## src/rtl/enigma_pkg.sv

```systemverilog
// Shared types and constants for the Enigma stream driver and its result buffer.
// Latency: none (declarations only).
// Backpressure: none (declarations only).
package enigma_pkg;

   // Default character width of the cipher core's din/dout.
   localparam int DATA_W_DEFAULT = 8;

   // Size of the alphabet the cipher core permutes.
   localparam int ALPHABET_SIZE = 26;

   // Driver control states.
   typedef enum logic [1:0] {
      IDLE  = 2'd0,
      SETUP = 2'd1,
      RUN   = 2'd2,
      DRAIN = 2'd3
   } state_t;

   // One result-buffer entry at the default character width.
   typedef struct packed {
      logic                      last;
      logic [DATA_W_DEFAULT-1:0] data;
   } res_entry_t;

endpackage

```

## src/rtl/enigma_result_fifo.sv

```systemverilog
// Synchronous first-word-fall-through FIFO holding core results for the host.
// Latency: a push is visible at the head on the next cycle; the head is combinational.
// Backpressure: push is dropped when full unless a pop happens in the same cycle.
//
// Ports:
//   clk, reset_n        clock, asynchronous active-low reset
//   flush               empties the FIFO (wins over push/pop)
//   push, push_data     write one entry
//   pop                 discard the head entry (ignored when empty)
//   head                current head entry (undefined when empty)
//   empty, full, count  fill status
module enigma_result_fifo
   import enigma_pkg::*;
#(
   parameter int WIDTH = DATA_W_DEFAULT + 1,
   parameter int DEPTH = 16
) (
   input  logic                     clk,
   input  logic                     reset_n,
   input  logic                     flush,
   input  logic                     push,
   input  logic [WIDTH-1:0]         push_data,
   input  logic                     pop,
   output logic [WIDTH-1:0]         head,
   output logic                     empty,
   output logic                     full,
   output logic [$clog2(DEPTH):0]   count
);

   localparam int AW = $clog2(DEPTH);

   logic [WIDTH-1:0] mem [DEPTH];
   logic [AW-1:0]    wr_ptr;
   logic [AW-1:0]    rd_ptr;
   logic [AW:0]      cnt;
   logic             do_push;
   logic             do_pop;

   // A full FIFO can still take a push when the head leaves in the same cycle.
   assign do_pop  = pop && !empty;
   assign do_push = push && (!full || do_pop);

   assign empty = (cnt == '0);
   assign full  = (cnt == (AW+1)'(DEPTH));
   assign count = cnt;
   assign head  = mem[rd_ptr];

   always_ff @(posedge clk or negedge reset_n) begin
      if (!reset_n) begin
         wr_ptr <= '0;
         rd_ptr <= '0;
         cnt    <= '0;
      end else if (flush) begin
         wr_ptr <= '0;
         rd_ptr <= '0;
         cnt    <= '0;
      end else begin
         if (do_push) wr_ptr <= wr_ptr + 1'b1;
         if (do_pop)  rd_ptr <= rd_ptr + 1'b1;
         case ({do_push, do_pop})
            2'b10:   cnt <= cnt + 1'b1;
            2'b01:   cnt <= cnt - 1'b1;
            default: cnt <= cnt;
         endcase
      end
   end

   // Storage carries no reset; the read side is qualified by empty.
   always_ff @(posedge clk) begin
      if (do_push) mem[wr_ptr] <= push_data;
   end

endmodule

```

## src/rtl/enigma_stream_driver.sv

```systemverilog
// Host-side driver for the Enigma core: feeds a ready/valid message in, returns results out.
// Latency: host beat -> core_valid one cycle; core_done -> out_valid one cycle (FWFT buffer).
// Backpressure: in_ready drops when in-flight + buffered results reach FIFO_DEPTH, so the
//               stall-less core can never overrun the result buffer.
//
// Ports:
//   clk, reset_n                          clock, asynchronous active-low reset
//   start, cfg_dec                        begin a message (when idle), decrypt select
//   in_valid/in_ready/in_data/in_last     host character stream in
//   out_valid/out_ready/out_data/out_last result stream back to the host
//   busy, msg_done, err                   status: not idle, final result taken, sticky error
//   core_set/core_en/core_valid/core_din/core_dec   drive side of the cipher core
//   core_done/core_dout                   result side of the cipher core
//
// Optional watchdog: define ENIGMA_TIMEOUT_EN to abort a message whose core stops
// answering for TIMEOUT_CYCLES cycles.
module enigma_stream_driver
   import enigma_pkg::*;
#(
   parameter int DATA_W         = DATA_W_DEFAULT,
   parameter int FIFO_DEPTH     = 16,
   parameter int TIMEOUT_CYCLES = 1024
) (
   input  logic              clk,
   input  logic              reset_n,
   input  logic              start,
   input  logic              cfg_dec,
   input  logic              in_valid,
   output logic              in_ready,
   input  logic [DATA_W-1:0] in_data,
   input  logic              in_last,
   output logic              out_valid,
   input  logic              out_ready,
   output logic [DATA_W-1:0] out_data,
   output logic              out_last,
   output logic              busy,
   output logic              msg_done,
   output logic              err,
   output logic              core_set,
   output logic              core_en,
   output logic              core_valid,
   output logic [DATA_W-1:0] core_din,
   output logic              core_dec,
   input  logic              core_done,
   input  logic [DATA_W-1:0] core_dout
);

   localparam int            CW      = $clog2(FIFO_DEPTH) + 1;
   localparam logic [CW-1:0] DEPTH_C = CW'(FIFO_DEPTH);

   state_t          state;
   state_t          state_nxt;
   logic            last_sent;
   logic [CW-1:0]   outstanding;
   logic [CW-1:0]   fifo_count;
   logic [CW-1:0]   credits;
   logic [DATA_W:0] fifo_head;
   logic [DATA_W:0] push_entry;
   logic            fifo_empty;
   logic            fifo_full;
   logic            start_ok;
   logic            issue;
   logic            done_ok;
   logic            push;
   logic            pop;
   logic            head_last;
   logic            err_set;
   logic            timeout;

   // ------------------------------------------------------------------
   // Credit accounting: every accepted character reserves one buffer slot
   // until its result has been handed to the host.
   // ------------------------------------------------------------------
   assign start_ok = (state == IDLE) && start;
   assign credits  = DEPTH_C - outstanding - fifo_count;
   assign in_ready = (state == RUN) && (credits != '0) && !last_sent;
   assign issue    = in_valid && in_ready;

   // A result with nothing in flight cannot belong to this message.
   assign done_ok  = core_done && (outstanding != '0);

   assign out_valid = !fifo_empty;
   assign pop       = out_valid && out_ready;
   assign head_last = fifo_head[DATA_W];
   assign out_data  = out_valid ? fifo_head[DATA_W-1:0] : '0;
   assign out_last  = out_valid && head_last;

   // The core preserves order, so once the final character has been sent the
   // result that empties the in-flight count is the message's last one.
   assign push_entry = {last_sent && (outstanding == CW'(1)), core_dout};
   assign push       = done_ok && (!fifo_full || pop);

   assign err_set = (core_done && (outstanding == '0))
                  || (done_ok && fifo_full && !pop)
                  || timeout;

   enigma_result_fifo #(
      .WIDTH (DATA_W + 1),
      .DEPTH (FIFO_DEPTH)
   ) u_result_fifo (
      .clk       (clk),
      .reset_n   (reset_n),
      .flush     (timeout),
      .push      (push),
      .push_data (push_entry),
      .pop       (pop),
      .head      (fifo_head),
      .empty     (fifo_empty),
      .full      (fifo_full),
      .count     (fifo_count)
   );

   // ------------------------------------------------------------------
   // Watchdog
   // ------------------------------------------------------------------
`ifdef ENIGMA_TIMEOUT_EN
   localparam int WDW = $clog2(TIMEOUT_CYCLES + 1);

   logic [WDW-1:0] wd_cnt;
   logic           wd_run;

   // Counts consecutive cycles spent waiting on the core with no result.
   assign wd_run  = (outstanding != '0) && !core_done;
   assign timeout = wd_run && (wd_cnt == WDW'(TIMEOUT_CYCLES - 1));

   always_ff @(posedge clk or negedge reset_n) begin
      if (!reset_n) begin
         wd_cnt <= '0;
      end else if (!wd_run || timeout) begin
         wd_cnt <= '0;
      end else begin
         wd_cnt <= wd_cnt + 1'b1;
      end
   end
`else
   logic unused_timeout_cfg;

   assign timeout            = 1'b0;
   assign unused_timeout_cfg = ^TIMEOUT_CYCLES;
`endif

   // ------------------------------------------------------------------
   // Control FSM
   // ------------------------------------------------------------------
   always_comb begin
      state_nxt = state;
      core_set  = 1'b0;
      core_en   = 1'b0;
      busy      = 1'b1;
      case (state)
         IDLE: begin
            busy = 1'b0;
            if (start) state_nxt = SETUP;
         end
         SETUP: begin
            core_set  = 1'b1;
            state_nxt = RUN;
         end
         RUN: begin
            core_en = 1'b1;
            if (issue && in_last) state_nxt = DRAIN;
         end
         DRAIN: begin
            core_en = 1'b1;
            if (pop && head_last) state_nxt = IDLE;
         end
         default: begin
            state_nxt = IDLE;
         end
      endcase
      if (timeout) state_nxt = IDLE;
   end

   always_ff @(posedge clk or negedge reset_n) begin
      if (!reset_n) begin
         state       <= IDLE;
         last_sent   <= 1'b0;
         outstanding <= '0;
         core_valid  <= 1'b0;
         core_din    <= '0;
         core_dec    <= 1'b0;
         err         <= 1'b0;
         msg_done    <= 1'b0;
      end else begin
         state      <= state_nxt;
         core_valid <= issue;
         if (issue)    core_din <= in_data;
         if (start_ok) core_dec <= cfg_dec;

         // A new error in the start cycle survives the clear.
         err <= (err && !start_ok) || err_set;

         msg_done <= (state == DRAIN) && pop && head_last && !timeout;

         if (start_ok || timeout) begin
            last_sent <= 1'b0;
         end else if (issue && in_last) begin
            last_sent <= 1'b1;
         end

         if (timeout) begin
            outstanding <= '0;
         end else begin
            case ({issue, done_ok})
               2'b10:   outstanding <= outstanding + 1'b1;
               2'b01:   outstanding <= outstanding - 1'b1;
               default: outstanding <= outstanding;
            endcase
         end
      end
   end

endmodule

```

## config.mk

```make
export PLATFORM = sky130hd
export DESIGN_NAME = enigma_stream_driver
export DESIGN_NICKNAME = d
export VERILOG_FILES = /design/src/rtl/enigma_pkg.sv /design/src/rtl/enigma_result_fifo.sv /design/src/rtl/enigma_stream_driver.sv
export SDC_FILE = /design/constraint.sdc
export NUM_CORES = 1
export LEC_CHECK = 0
export CAP_MARGIN = 20
export CORE_MARGIN = 2
export CORE_UTILIZATION = 35
export DETAILED_ROUTE_END_ITERATION = 10
export PLACE_DENSITY = 0.53
export SLEW_MARGIN = 20
export SYNTH_ARGS = -nofsm -noshare
export SYNTH_HDL_FRONTEND = slang
export SYNTH_SLANG_ARGS = --single-unit
export TNS_END_PERCENT = 20
```

## constraint.sdc

```tcl
create_clock -name clk -period 2.83 [get_ports clk]
set_input_delay 0.566 -clock clk [delete_from_list [all_inputs] [get_ports clk]]
set_output_delay 0.566 -clock clk [all_outputs]
set_load 0.02 [all_outputs]
```

# --- Word-level counts from Yosys, hierarchy flattened ---
# Memory sizes are Yosys's and may differ from the RTL's.
# Index checks and enable logic that the tools add are counted.
word_totals:
  register_bits: 33
  ram_bits: 144
  input_bits: 24
  output_inout_bits: 26
  word_cells: 84
  mem_count: 1
memory_table:
  columns: ["name", "words", "width", "rd", "rd_ports_with_merged_regs", "write_ports", "line", "source"]
  rows:
  - ["u_result_fifo.mem", 16, 9, 1, 0, 1, "enigma_result_fifo.sv:32", "logic [WIDTH-1:0] mem [DEPTH];"]
classes:
  addsub: 8
  n_eq_ne: 12
  mux: 14
  n_reduce_logical: 38
ops:
  columns: ["op", "n"]
  rows:
  - ["case mux 5 bit (2 select lines)", 2]
  - ["logical AND 1 bit", 19]
  - ["adder 5 x 1 -> 5 bit (second input constant)", 2]
  - ["logical NOT 5 bit", 2]
  - ["nonzero test 5 bit", 2]
  - ["subtractor 5 x 1 -> 5 bit (second input constant)", 2]
  - ["adder 4 x 1 -> 4 bit (second input constant)", 2]
  - ["== test 2 bit (second input constant)", 4]
  - ["2-to-1 mux 8 bit", 1]
  - ["case mux 2 bit (4 select lines)", 1]
  - ["2-to-1 mux 1 bit", 7]
  - ["== test 2 x 1 -> 1 bit (second input constant)", 3]
  - ["2-to-1 mux 2 bit", 3]
  - ["nonzero test 2 bit", 3]
  - ["== test 5 x 1 -> 1 bit (second input constant)", 1]
  - ["== test 5 bit (second input constant)", 1]
  - ["logical NOT 1 bit", 5]
  - ["subtractor 5 bit", 1]
  - ["subtractor 5 bit (first input constant)", 1]
  - ["logical OR 1 bit", 4]
  - ["!= test 2 bit (second input constant)", 2]
  - ["AND reduction 3 bit", 1]
  - ["logical NOT 2 bit", 1]
  - ["!= test 2 x 1 -> 1 bit (second input constant)", 1]
  - ["OR reduction 2 bit", 1]

# --- Logic depth before layout (Yosys ltp) ---
logic_depth:
  depth_word: 9
  ltp_mapped: 13
  ltp_nobuf: 13

# --- Cells and area by module ---
# From an unflattened synthesis, not the netlist that was laid out.
hier_totals:
  cells_unflattened: 471
  area_unflattened_um2: 7798.7
by_module_without_submodules:
  columns: ["module", "instances", "cells_each", "area_per_inst_um2", "seq_area_each_um2"]
  rows:
  - ["enigma_result_fifo", 1, 349, 6449.9, 4649.5]
  - ["enigma_stream_driver", 1, 122, 1348.8, 500.5]

# --- Least setup slack after synthesis ---
# Ideal clock, no wire load.
synth_timing:
  kind: "register to register"
  startpoint: "reg u_result_fifo.cnt[1] (netlist: u_result_fifo.count[1])"
  endpoint: "reg outstanding[3]"
  setup_time_ns: 0.080
  arrival_time_ns: 3.195
  t_required_ns: 2.750
  setup_slack_ns: -0.445
  stages_incl_launch_ff: 14
  n_path_buf: 0
  cell_sequence: "dfrtp_1 ha_1 inv_1 ha_1 fa_1 xor2_1 nor3_1 and4bb_1 nor3b_2 nand2_1 ha_1 or4_1 a21oi_1 xnor2_1"
synth_via:
  elab_chain_len: 7
  elab_cells_between_ends: 9
  cone_classes: "add/sub: 1; eq/ne: 2; mux: 1; reduce/logical: 5"
synth_rtl:
  columns: ["element", "line", "source"]
  rows:
  - ["from (decl)", "enigma_result_fifo.sv:35", "logic [AW:0] cnt;"]
  - ["from (signal assigned)", "enigma_result_fifo.sv:61", "2'b10: cnt <= cnt + 1'b1;"]
  - ["from (signal assigned)", "enigma_result_fifo.sv:62", "2'b01: cnt <= cnt - 1'b1;"]
  - ["from (signal assigned)", "enigma_result_fifo.sv:63", "default: cnt <= cnt;"]
  - ["subtractor 5 bit *", "enigma_stream_driver.sv:75", "assign credits = DEPTH_C - outstanding - fifo_count;"]
  - ["nonzero test 5 bit *", "enigma_stream_driver.sv:76", "assign in_ready = (state == RUN) && (credits != '0) && !last_sent;"]
  - ["logical AND 1 bit * (2 in series)", "enigma_stream_driver.sv:76", null]
  - ["named net in_ready", "enigma_stream_driver.sv:29", "output logic in_ready,"]
  - ["logical AND 1 bit *", "enigma_stream_driver.sv:77", "assign issue = in_valid && in_ready;"]
  - ["== test 2 x 1 -> 1 bit or == test 2 bit (tied branches)", "enigma_stream_driver.sv:204", "case ({issue, done_ok})"]
  - ["case mux 5 bit (2 select lines) or nonzero test 2 bit (tied branches)", null, null]
  - ["to (signal assigned)", "enigma_stream_driver.sv:205", "2'b10: outstanding <= outstanding + 1'b1;"]
  - ["to (signal assigned)", "enigma_stream_driver.sv:206", "2'b01: outstanding <= outstanding - 1'b1;"]
  - ["to (signal assigned)", "enigma_stream_driver.sv:207", "default: outstanding <= outstanding;"]
  - ["to (decl)", "enigma_stream_driver.sv:54", "logic [CW-1:0] outstanding;"]
# The timed path passes the listed nets; every way through them passes the cells marked *.
# A chain may end at the register's enable or synchronous reset.

# --- Worst setup path after layout ---
layout_timing:
  startpoint: "reg outstanding[1]"
  endpoint: "out in_ready"
layout_via:
  elab_chain_len: 5
layout_rtl:
  columns: ["element", "line"]
  rows:
  - ["subtractor 5 bit (2 in series)", "enigma_stream_driver.sv:75"]
  - ["nonzero test 5 bit", "enigma_stream_driver.sv:76"]
  - ["logical AND 1 bit (2 in series)", "enigma_stream_driver.sv:76"]
  - ["to (decl)", "enigma_stream_driver.sv:29"]
# No other way between the ends.

==> qor.yml <==
finish:
  mostFrequentLayoutCell: "sky130_fd_sc_hd__edfxtp_1"
  finish.instance_area_um2: 9668
  drive_above_1_share_pct: 34.32
  antenna_cells_inserted: 0
  most-common-layout-cells: "sky130_fd_sc_hd__edfxtp_1, sky130_fd_sc_hd__buf_4, sky130_fd_sc_hd__mux4_2"
  post-route-util_pct: 45.85
  area_growth_syn_to_layout_pct: 28.25
  fillerInstances: 1840
  fin_nets: 578
pwr:
  p_leak_nw: 3.580
  vdd_ir_drop_max_v: 0.0006002
  power_density_nw_per_um2: 1095
cts:
  clock-root-buffer: "sky130_fd_sc_hd__clkbuf_16"
  h-tree-depth: 4
  worst_setup_hold_path_clk_slew_ns: 0.07
  holdBufCountCts: 0
  clkLatencyLatePin_ns: 0.43
  cts_tree: "yes"
  cts_inserted_buffers: 17
  cts-root-to-sink-buffers: 2
  clock_sinks: 177
setup_path:
  crit_path_top_delay_cell: "sky130_fd_sc_hd__dfrtp_1"
  crit_fanout: 2
  timing.critical_path.cells: "ha_4 > inv_2 > ha_4 > fa_2 > xor2_1 > nor3_1 > and4bb_2 > nor3b_4 > buf_6"
  data_required_time_at_the_worst_endpoint_ns: 2.26
  timing.critical_path.mode_cell: "sky130_fd_sc_hd__ha_4"
  crit-reg2reg-capture: "outstanding[3]$_DFFE_PN0P_"
  worst_path_dominant_cell_family: "adder cells"
  setup.reg_to_reg.worst_slack_ns: -0.17
  r2r_start: "outstanding[1]$_DFFE_PN0P_"
  worst_ep_arrival_time_ns: 2.45
  path_depth: 9
  endpoint_of_the_worst_setup_timing_path: "in_ready"
  startpoint: "outstanding[1]$_DFFE_PN0P_"
  timing.setup.critical_path_class: "flop to primary output"
  timing.critical_path.from_type: "flop"
  worst-r2r-cell-count: 14
  critPathCaptureType: "primary output"
  timing.critical_path.slowest_cell_delay_ns: 0.41
  critical_path.n_buffers_inverters: 2
place:
  placed_area_um2: 8847
  post-place-ws_ns: -0.2752
  dp_hpwl_um: 10930
  gpl.final_weighted_congestion: 0.7897
  port_buffers: 49
synth:
  primary_ff_master_synth: "sky130_fd_sc_hd__edfxtp_1"
  post_synth_main_area_contributors: "sky130_fd_sc_hd__edfxtp_1, sky130_fd_sc_hd__mux4_2, sky130_fd_sc_hd__dfrtp_1"
  count_of_different_cell_masters_after_synthesis: 48
  syn-cell-area_um2: 7538
  netlist.area_leader.share_pct: 57.36
  syn_nets: 451
  synth.ff_latch_count: 177
  synth_async_sr_flop_share_pct: 18.64
  seq_area_frac_synth_pct: 68.32
  netlist.top_cell.by_area: "sky130_fd_sc_hd__edfxtp_1"
  synth_cells: 399
  synthesis.area_per_instance_um2: 18.89
  yosysWarningCount: 0
  synth_enable_flop_cells: 144
global_route:
  first_global_vias: 4313
  grt_first_pass_wirelength_um: 25140
  track_usage_pct: 15.26
  grt-ovfl-total: 0
  antenna_found_initial: 0
  maximum_number_of_pins_on_one_net_before_global_route_repair: 34
timing:
  finalHoldViolations: 0
  clock.fmax_mhz: 332.0
  finalClockSkew_ns: 0.01328
  finalCriticalPeriod_ns: 3.012
  setup_violations: 13
  grt_setup_unrepaired: "true"
  worstMarginPinSlew_ns: 0.7740
  worst_slack_ns: -0.1820
  final-max-slew-violation-count: 0
  timing.max_slew.rel_slack_pct: 48.40
  min_period_over_period_pct: 106.4
die:
  dieArea_um2: 22730
  pin_count: 50
  initial_utilization_pct: 35.75
  rows: 53
  fp.dieW_um: 150.8
  die_h_um: 150.8
  fp.coreArea_um2: 21090
drt:
  drt_pre_antenna_iters: 4
  via_total_after_detailed_routing: 3933
  detail-route-antenna-nets: 0
  drt-wirelength-per-cell_um: 19.93
  drt-initial-drc-count: 275
  drt-vias-per-instance: 4.832
  wl_um: 16220
  drc_errors: 0
outcome:
  violations: "setup timing"
  result_of_the_run: "finished with violations"
hold_path:
  worst_hold_path_type: "input pin to asynchronous set/reset pin"
job:
  drv.max_cap_violation_count: 0
## what timing repair did
item / 4_1_cts / 5_1_grt
cloned: 2 / 1
buffers inserted: 8 / 0
setup endpoints to repair: 18 / 23
pin swaps: 6 / 3
gates resized for setup: 65 / 16
## Yosys cell counts, drive strengths merged (3+ instances only)
| cell type | n |
|---|---|
| a21oi | 9 |
| and2 | 18 |
| and3 | 4 |
| buf | 9 |
| clkbuf | 4 |
| dfrtp | 33 |
| edfxtp | 144 |
| ha | 26 |
| inv | 18 |
| mux2 | 12 |
| mux4 | 45 |
| nand2 | 14 |
| nand3 | 4 |
| nand4 | 4 |
| nor2 | 4 |
| nor2b | 9 |
| nor3 | 3 |
| o21ai | 4 |
| xnor2 | 12 |
| xor2 | 5 |
## power by group
group,internal (mW),total [mW],switching (mW)
Clock,1.49,2.51,1.01
Combinational,2.45,4.58,2.13
Sequential,3.27,3.50,0.230
## logic make-up (layout without fill, tap and decap cells)
kind of cell               Yosys count  count (layout)  synth area share, %
xor gates and xnor gates            18              18                2.274
AOI/OAI and AO/OA                   18              18                1.444
buffers and inverters               32             172                2.091
and+or+nand+nor                     68              68                5.261
DFF                                177             177                68.32
muxes                               58              58                15.77
adders and majority gates           28              28                4.846
## worst reg2reg max path, delay by kind of cell (launching register included)
| family | cells | cell delay, ns |
|---|---|---|
| adders and majority gates | 4 | 0.92 |
| and+or+nand+nor | 5 | 1.01 |
| DFF | 1 | 0.41 |
| AOI/OAI and AO/OA | 1 | 0.14 |
| buffers and inverters | 2 | 0.19 |
| xor gates and xnor gates | 2 | 0.26 |
## sequential cells by signal, summed over array words and instances (netlist names), 2 cells and up
register,cells
u_result_fifo.wr_ptr,4
core_din,8
outstanding,5
u_result_fifo.mem,144
u_result_fifo.count,5
u_result_fifo.rd_ptr,4
state,2
## per-stage QoR
stage / hold WS (ns) / cells / setup TNS (ns) / power (mW)
after global routing: 0.2593 / 814 / -2.832 / 11.18
final: 0.2125 / 814 / -1.467 / 10.59
after CTS: 0.2322 / 815 / -2.256 / 10.63
after detailed placement: 0.4777 / 773 / -1.269 / 7.827
after floorplan: 0.2704 / 399 / -0.2272 / 6.170
after global placement: 0.4681 / 773 / -0.9171 / 7.762
## worst min path at each step
| stage | slack (ns) | cells after the start | to |
|---|---|---|---|
| 3_3_place_gp | 0.47 | 1 | core_din[3]$_DFFE_PN0P_ |
| 5_1_grt | 0.26 | 1 | outstanding[0]$_DFFE_PN0P_ |
| 3_5_place_dp | 0.48 | 1 | core_din[5]$_DFFE_PN0P_ |
| 6_report | 0.21 | 1 | outstanding[0]$_DFFE_PN0P_ |
| 2_1_floorplan | 0.27 | 0 | core_dec$_DFFE_PN0P_ |
| 4_1_cts | 0.23 | 1 | outstanding[0]$_DFFE_PN0P_ |
## metal layers
layer | vias to the layer above | share of wire (%) | track usage, %
li1 | 1814 | - | -
met2 | 61 | 52 | 25.82
met5 | - | 0 | 0
met4 | 0 | 0.71 | 3.785
met1 | 2052 | 44 | 20.02
met3 | 6 | 3.2 | 3.455
## cell type report
cell class,instances,area [µm²],area share [%]
clock buffer,17,425.4,4.400
clock inverter,15,207.7,2.148
inverter,19,72.57,0.7506
multi-input combinational,190,2326,24.06
sequential,177,5151,53.28
tap,275,344.1,3.559
timing repair buffer,121,1141,11.80
No activity file was read; power rests on OpenSTA's default activity.
